### src/rtl/store_align_buffer.sv
// Store path: checks natural alignment, places data on the byte lanes of a 64-bit row with a byte strobe, and queues the store for data memory.
// Latency: an accepted store drives mem_req_o from the next cycle. Backpressure: st_ready_o drops while DEPTH stores are buffered.
// Optional STORE_LD_HAZARD_EN flags a load that targets a row still held in the buffer.
module store_align_buffer #(
   parameter int DEPTH = 2,
   parameter int CNT_W = $clog2(DEPTH) + 1
) (
   input  logic             clk,
   input  logic             reset,
   input  logic             st_valid_i,
   output logic             st_ready_o,
   input  logic [63:0]      st_addr_i,
   input  logic [63:0]      st_data_i,
   input  logic [1:0]       st_byte_en_i,
   output logic             misalign_o,
   output logic             mem_req_o,
   input  logic             mem_gnt_i,
   output logic [63:0]      mem_addr_o,
   output logic [63:0]      mem_wr_data_o,
   output logic [7:0]       mem_wr_strb_o,
   output logic [CNT_W-1:0] count_o,
   output logic             empty_o,
   input  logic             ld_valid_i,
   input  logic [63:0]      ld_addr_i,
   output logic             ld_hazard_o
);
   localparam int PTR_W = $clog2(DEPTH);
   localparam logic [1:0] SZ_BYTE = 2'd0;
   localparam logic [1:0] SZ_HALF = 2'd1;
   localparam logic [1:0] SZ_WORD = 2'd2;
   localparam logic [CNT_W-1:0] FULL_CNT = CNT_W'(DEPTH);

   typedef struct packed {
      logic [63:0] addr;
      logic [63:0] data;
      logic [7:0]  strb;
   } entry_t;

   entry_t           r_mem [DEPTH];
   logic [DEPTH-1:0] r_vld;
   logic [PTR_W-1:0] r_wptr;
   logic [PTR_W-1:0] r_rptr;
   logic [CNT_W-1:0] r_cnt;
   logic             r_misalign;

   logic [2:0]  w_off;
   logic [63:0] w_mask_data;
   logic [7:0]  w_base_strb;
   logic        w_misalign;
   entry_t      w_entry;
   logic        w_empty;
   logic        w_accept;
   logic        w_enq;
   logic        w_deq;

   always_comb begin
      w_off       = st_addr_i[2:0];
      w_mask_data = st_data_i;
      w_base_strb = 8'hFF;
      w_misalign  = |st_addr_i[2:0];
      case (st_byte_en_i)
         SZ_BYTE: begin
            w_mask_data = {56'd0, st_data_i[7:0]};
            w_base_strb = 8'h01;
            w_misalign  = 1'b0;
         end
         SZ_HALF: begin
            w_mask_data = {48'd0, st_data_i[15:0]};
            w_base_strb = 8'h03;
            w_misalign  = st_addr_i[0];
         end
         SZ_WORD: begin
            w_mask_data = {32'd0, st_data_i[31:0]};
            w_base_strb = 8'h0F;
            w_misalign  = |st_addr_i[1:0];
         end
         default: ;
      endcase
      w_entry.addr = {st_addr_i[63:3], 3'b000};
      w_entry.data = w_mask_data << {w_off, 3'b000};
      w_entry.strb = w_base_strb << w_off;
   end

   assign w_empty    = (r_cnt == '0);
   assign st_ready_o = (r_cnt < FULL_CNT);
   assign w_accept   = st_valid_i && st_ready_o;
   assign w_enq      = w_accept && !w_misalign;
   assign w_deq      = !w_empty && mem_gnt_i;

   always_ff @(posedge clk) begin
      if (reset) begin
         r_wptr     <= '0;
         r_rptr     <= '0;
         r_cnt      <= '0;
         r_vld      <= '0;
         r_misalign <= 1'b0;
      end else begin
         r_misalign <= w_accept && w_misalign;
         if (w_enq) begin
            r_wptr        <= r_wptr + 1'b1;
            r_vld[r_wptr] <= 1'b1;
         end
         // Enqueue and dequeue never target the same slot: that needs empty or full.
         if (w_deq) begin
            r_rptr        <= r_rptr + 1'b1;
            r_vld[r_rptr] <= 1'b0;
         end
         case ({w_enq, w_deq})
            2'b10:   r_cnt <= r_cnt + 1'b1;
            2'b01:   r_cnt <= r_cnt - 1'b1;
            default: ;
         endcase
      end
   end

   always_ff @(posedge clk) begin
      if (!reset && w_enq) begin
         r_mem[r_wptr] <= w_entry;
      end
   end

   assign misalign_o    = r_misalign;
   assign mem_req_o     = !w_empty;
   assign mem_addr_o    = w_empty ? 64'd0 : r_mem[r_rptr].addr;
   assign mem_wr_data_o = w_empty ? 64'd0 : r_mem[r_rptr].data;
   assign mem_wr_strb_o = w_empty ? 8'd0  : r_mem[r_rptr].strb;
   assign count_o       = r_cnt;
   assign empty_o       = w_empty;

`ifdef STORE_LD_HAZARD_EN
   logic [63:0] w_ld_row;
   logic        w_hit;

   // Valid bits clear only at the dequeue edge, so a store leaving this cycle still stalls the load.
   always_comb begin
      w_ld_row = {ld_addr_i[63:3], 3'b000};
      w_hit    = 1'b0;
      for (int i = 0; i < DEPTH; i++) begin
         if (r_vld[i] && (r_mem[i].addr == w_ld_row)) begin
            w_hit = 1'b1;
         end
      end
   end

   assign ld_hazard_o = ld_valid_i && w_hit;
`else
   logic w_unused_ld;

   assign w_unused_ld = ^{ld_valid_i, ld_addr_i, r_vld};
   assign ld_hazard_o = 1'b0;
`endif

endmodule

### config.mk
export PLATFORM = sky130hd
export DESIGN_NAME = store_align_buffer
export DESIGN_NICKNAME = d
export VERILOG_FILES = /design/src/rtl/store_align_buffer.sv
export SDC_FILE = /design/constraint.sdc
export NUM_CORES = 1
export LEC_CHECK = 0
export ABC_AREA = 1
export CAP_MARGIN = 20
export CORE_UTILIZATION = 49
export DETAILED_ROUTE_END_ITERATION = 10
export GPL_ROUTABILITY_DRIVEN = 0
export PLACE_DENSITY = 0.8
export SKIP_LAST_GASP = 1
export SLEW_MARGIN = 40
export SYNTH_ARGS = -nofsm -noshare
export SYNTH_HDL_FRONTEND = slang
export SYNTH_SLANG_ARGS = --single-unit
### constraint.sdc
create_clock -name clk -period 14.4 [get_ports clk]
set_input_delay 1.44 -clock clk [delete_from_list [all_inputs] [get_ports clk]]
set_output_delay 1.44 -clock clk [all_outputs]
set_load 0.05 [all_outputs]
==> out/metrics.yaml, run 1 <==
run_status:
  outcome: "finished, final reports clean"
yosys:
  synth.distinct_cells: 28
  synthFlopType: "edfxtp_1"
  synthTopCellsByArea: "edfxtp_1 64%, nand2_1 14%, nand3_1 6.1%, a21oi_1 6.0%, buf_2 2.0%"
  synth_most_common_cell: "nand2_1"
  synthCells: 1289
  yosys-top-cells-count: "483 x nand2_1, 266 x edfxtp_1, 152 x nand3_1"
  synth-edff-count: 266
  synthArstFlopShare_pct: 0
  ys.warnings.count: 0
  ys_ff_latch: 272
  synth_top_area_share_pct: 63.8
  syn_avg_cell_area_um2: 9.72
  yosysTopAreaCell: "edfxtp_1"
  syn-cell-area_mm2: 0.0125
  seq_area_frac_synth_pct: 64.7
route:
  drc: 0
  drt_iter0_drc: 1142
  vias: 10400
  ant_nets: 0
  post_drt_via_cell_ratio: 5.59
  wire_per_inst_um: 18.7
  drt-pass1-iter-count: 8
  wl_um: 34800
sta:
  slew_headroom_pct: 44.5
  max_freq_mhz: 194
  worst_pin_slew_ns: 0.830
  finalHoldWorstSlack_ns: 0.550
  fin_crit_ns: 5.16
  slew_violations: 0
  finalHoldViolations: 0
  finalSetupViolations: 0
  finalSetupTns_ns: 0
  period_share_pct: 35.8
  layout_setup_ws_ns: 9.24
  fin_skew_ns: 0.0132
  rsz0062_at_grt: "false"
cells_and_area:
  nets: 1712
  area_growth_pct: 29.8
  utilization_pct: 64.7
  regArea_mm2: 0.00811
  multi_input_area_mm2: 0.00383
  drive_above_1_share_pct: 4.50
  num_antenna_cells: 0
  fill_cells: 1886
  final_cell_area_mm2: 0.0163
  layout.cells.non_filler: 1862
placed_design:
  place_area_mm2: 0.0153
  port-buffer-count: 272
  dp_hpwl_um: 22900
  post-place-cells: 1813
  place_ws_ns: 8.91
worst_setup_path:
  worstPathMaxFanout: 78
  cp.arrival_ns: 3.72
  startpoint_type: "register"
  end_kind: "output port"
  worstSetupPathType: "reg2out"
  critPathRequiredTime_ns: 12.96
clocking:
  clockBufferDepth: 3
  cts_tree: "built"
  cts_root_buf: "clkbuf_16"
  clock-sinks: 272
  cts_hold_buf: 0
  htree_levels: 1
  clkTransAtPathRegs_ns: 0.07
  post_cts_buffers: 0
  cts_buffers: 27
  clock_latency_ns: 0.55
  cts_resized: 0
power_and_ir_drop:
  seqPwrFrac_pct: 38.1
  internal-power_mw: 1.55
  powerDensity_mw_per_mm2: 149
  leakage_nw: 6.08
  switching_share_pct: 36.0
  p_sw_mw: 0.873
  p_clk_share_pct: 29.5
  ir_drop_mv: 0.0938
  p_comb_share_pct: 32.4
  total_power_mw: 2.43
floorplanning:
  fp-row-count: 58
  pin_count: 342
  core_area_mm2: 0.0251
  die-area_mm2: 0.0262
  die_w_um: 162
  die_h_um: 162
  start_util_pct: 49.9
worst_hold_path:
  hp-class: "reg2reg"
job:
  maxCapViolCount: 0
global_route:
  antenna_found_initial: 0
  grt_pass1_wl_um: 52400
  grt-ovfl-total: 0
  grt_pass1_vias: 9652
  grt_max_degree: 79
  grtUsageTotal_pct: 26.0
-- flip-flops by register name, summed over array words and instances (netlist names), named ones only --
signal and count:
count_o 2, misalign_o 1, r_mem 266, r_rptr 1, r_wptr 1
-- placed cells by master, fill, tap and decap left out, drive strengths merged --
cell	n
nand4	3
o21bai	2
a21oi	149
clkdlybuf4s50	270
o22ai	1
nor3	3
nand2	484
inv	41
ha	1
or2	2
nand3	152
nor3b	2
clkinv	10
o211ai	6
conb	4
edfxtp	266
nor2	59
buf	14
o21ai	18
bufinv	4
a31oi	1
dfxtp	6
clkinvlp	4
nand3b	1
clkbuf	29
-- power groups by stage --
stage / registers, mW / clock network [mW] / logic [mW]
2_1_floorplan: 0.937 / 0 / 0.510
3_3_place_gp: 0.938 / 0 / 0.771
3_5_place_dp: 0.940 / 0 / 0.784
4_1_cts: 0.923 / 0.727 / 0.788
5_1_grt: 0.926 / 0.756 / 0.827
6_report: 0.923 / 0.716 / 0.786
-- area by class of cell --
cell class                      count  share of cell area (%)
Inverter                           39                   0.993
Clock buffer                       29                    4.20
Sequential cell                   272                    49.9
Multi-Input combinational cell    888                    23.5
Clock inverter                     20                    1.43
Tap cell                          330                    2.54
Timing Repair Buffer              284                    17.4
-- final timing paths --
check,end,startpoint,depth (start not counted),slack [ns]
max,mem_wr_data_o[45],register,5,9.24
min,register,r_rptr$_SDFFE_PP0P_,2,0.55
max reg2reg,r_mem[0][71]$_DFFE_PP_,count_o[1]$_SDFFE_PP0P_,6,11.85
min reg2reg,register,r_rptr$_SDFFE_PP0P_,2,0.55
-- layer usage --
metal	GRT usage, %	vias to the layer above	part of all wire (%)
met3	5.72	85	11
met2	42.4	634	48
met1	33.8	4847	38
li1	-	4845	-
met5	0	-	0
met4	10.5	0	3.6
-- worst max-delay path, cell delays in order (launching register included) --
cell and delay, ns:
dfxtp_4 0.55, inv_6 0.56, buf_4 0.61, nand2_1 0.10, a21oi_1 0.34, clkdlybuf4s50_1 0.88
-- logic make-up (layout without fill, tap and decap cells) --
| kind of cell | Yosys count | in the layout | share of synthesized area [%] |
|---|---|---|---|
| AND/OR/NAND/NOR | 706 | 706 | 23.0 |
| flip-flops | 272 | 272 | 64.7 |
| AO/OA/AOI/OAI | 177 | 177 | 7.25 |
| buffers and inverters | 132 | 372 | 4.89 |
| adder cells (fa/ha/maj) | 1 | 1 | 0.0999 |
| other | 1 | 4 | 0.0299 |
No activity file was read; power rests on OpenSTA's default activity.
==> run 2, diff against run 1 <==
--- a/config.mk
+++ b/config.mk
@@ -7,10 +7,10 @@
 export LEC_CHECK = 0
 export ABC_AREA = 1
 export CAP_MARGIN = 20
-export CORE_UTILIZATION = 49
+export CORE_UTILIZATION = 44
 export DETAILED_ROUTE_END_ITERATION = 10
 export GPL_ROUTABILITY_DRIVEN = 0
-export PLACE_DENSITY = 0.8
+export PLACE_DENSITY = 0.76
 export SKIP_LAST_GASP = 1
 export SLEW_MARGIN = 40
 export SYNTH_ARGS = -nofsm -noshare
==> constraint.sdc (replaced) <==
create_clock -name clk -period 4.3 [get_ports clk]
set_input_delay 0.43 -clock clk [delete_from_list [all_inputs] [get_ports clk]]
set_output_delay 0.43 -clock clk [all_outputs]
set_load 0.05 [all_outputs]
==> out/metrics.yaml, run 2 (same netlist as run 1, synthesis figures left out) <==
run_status:
  outcome: "finished, final reports clean"  # unchanged
worst_hold_path:
  hp-start: "st_addr_i[0]"  # was r_rptr$_SDFFE_PP0P_
  hp-class: "in2reg"  # was reg2reg
job:
  maxCapViolCount: 0  # unchanged
sta:
  worst_pin_slew_ns: 0.696  # was 0.830 ns
  finalHoldWorstSlack_ns: 0.448  # was 0.550 ns
  finalSetupViolations: 0  # unchanged
  slew_violations: 0  # unchanged
  rsz0062_at_grt: "false"  # unchanged
  period_share_pct: 80.6
  finalHoldViolations: 0  # unchanged
  max_freq_mhz: 288
  fin_skew_ns: 0.0121  # was 0.0132 ns
  fin_crit_ns: 3.47
  layout_setup_ws_ns: 0.832  # was 9.24 ns
  slew_headroom_pct: 53.5  # was 44.5%
global_route:
  grt_max_degree: 113  # was 79
  grtUsageTotal_pct: 23.4  # was 26.0%
  grt_pass1_wl_um: 52500  # was 52400 um
  grt-ovfl-total: 0  # unchanged
  grt_pass1_vias: 9481  # was 9652
  antenna_found_initial: 0  # unchanged
placed_design:
  place_ws_ns: 1.24  # was 8.91 ns
  port-buffer-count: 272  # unchanged
  dp_hpwl_um: 23200  # was 22900 um
floorplanning:
  start_util_pct: 45.0  # was 49.9%
  core_area_mm2: 0.0279  # was 0.0251 mm^2
  die-area_mm2: 0.0291  # was 0.0262 mm^2
  die_w_um: 171  # was 162 um
  pin_count: 342  # unchanged
  die_h_um: 171  # was 162 um
  fp-row-count: 61  # was 58
clocking:
  cts_root_buf: "clkbuf_16"  # unchanged
  clkTransAtPathRegs_ns: 0.06  # was 0.07 ns
  cts_buffers: 28  # was 27
  clock-sinks: 272  # unchanged
  cts_resized: 0  # unchanged
  htree_levels: 1  # unchanged
  cts_hold_buf: 0  # unchanged
  cts_tree: "built"  # unchanged
  clockBufferDepth: 3  # unchanged
  clock_latency_ns: 0.55  # about the same
  post_cts_buffers: 0  # unchanged
worst_setup_path:
  worstPathMaxFanout: 41  # was 78
  worstSetupPathType: "reg2out"  # unchanged
  startpoint_type: "register"  # unchanged
  critPathRequiredTime_ns: 3.87  # was 12.96 ns
  end_kind: "output port"  # unchanged
  cp.arrival_ns: 3.04  # was 3.72 ns
  rr_startpoint: "count_o[1]$_SDFFE_PP0P_"  # unchanged
cells_and_area:
  area_growth_pct: 31.4  # was 29.8%
  fill_cells: 2282  # was 1886
  num_antenna_cells: 0  # unchanged
  largest_register_ff_count: 266  # unchanged
  final_cell_mix: "480 x nand2_1, 270 x clkdlybuf4s50_1, 266 x edfxtp_1"  # was 483 x nand2_1, 270 x clkdlybuf4s50_1, 266 x edfxtp_1
  drive_above_1_share_pct: 5.44  # was 4.50%
  final_common_cell: "nand2_1"  # unchanged
  regMostFlops: "r_mem"  # unchanged
  nets: 1723  # was 1712
power_and_ir_drop:
  powerDensity_mw_per_mm2: 491  # was 149 mW/mm^2
  internal-power_mw: 5.14  # was 1.55 mW
  seqPwrFrac_pct: 38.1  # about the same
  leakage_nw: 6.15  # was 6.08 nW
  switching_share_pct: 36.4  # was 36.0%
  p_comb_share_pct: 33.1  # was 32.4%
  p_sw_mw: 2.94  # was 0.873 mW
  p_clk_share_pct: 28.8  # was 29.5%
  ir_drop_mv: 0.298  # was 0.0938 mV
route:
  ant_nets: 0  # unchanged
  wire_per_inst_um: 18.3  # was 18.7 um
  post_drt_via_cell_ratio: 5.39  # was 5.59
  drt-pass1-iter-count: 6  # was 8
  drc: 0  # unchanged
  wl_um: 35200  # was 34800 um
  drt_iter0_drc: 1156  # was 1142
  vias: 10400  # about the same
==> run 2: cell count changes in the layout (fill, tap and decap cells not counted), sizes merged <==
cell      change
buf          +10
bufinv        -2
inv           -2
clkinvlp      -2
clkbuf        +5
clkinv        +4
==> run 2: through the flow <==
step	TNS [ns]	cells	util, %	area, um^2	total power [mW]
floorplan	-28.12	1292	-	12600	4.85
global placement	0	1871	55.9	15600	5.79
detailed placement	0	1871	55.9	15600	5.82
CTS	0	1923	59.1	16500	8.13
global route	0	1923	59.1	16500	8.39
finish	0	1923	59.1	16500	8.08
==> run 2: layout make-up <==
cell class                      instances  area [um^2]  share of cell area, %
Sequential cell                       272         8120                   49.3
Tap cell                              378          473                   2.87
Timing Repair Buffer                  294         2970                   18.0
Clock buffer                           34          723                   4.40
Clock inverter                         18          156                  0.951
Inverter                               39          160                  0.973
Multi-Input combinational cell        888         3860                   23.5
==> run 2: power by group through the flow <==
stage	sequential, mW	combinational [mW]	clock, mW
detailed placement	3.14	2.68	0
floorplan	3.13	1.71	0
CTS	3.08	2.69	2.37
global placement	3.13	2.65	0
finish	3.08	2.68	2.33
global route	3.09	2.83	2.47
==> run 2: worst max-delay path, stage by stage (launching register included) <==
cell	delay [ns]
dfxtp_4	0.50
inv_4	0.36
buf_12	0.27
buf_4	0.23
nand2_1	0.07
a21oi_1	0.18
clkdlybuf4s50_1	0.84
==> run 2: final timing paths <==
| check | to | slack (ns) | cells after the start |
|---|---|---|---|
| setup / recovery | mem_addr_o[32] | 0.83 | 6 |
| hold / removal | r_mem[0][0]$_DFFE_PP_ | 0.45 | 4 |
| setup reg to reg | r_mem[0][25]$_DFFE_PP_ | 2.34 | 6 |
| hold reg to reg | count_o[1]$_SDFFE_PP0P_ | 0.56 | 2 |
==> run 2: metal layers <==
metal	global-route usage, %	up-vias	part of all wire (%)
met4	7.64	0	3.4
met2	38.0	614	46
li1	-	4867	-
met3	5.46	77	12
met1	31.0	4798	39
met5	0	-	0
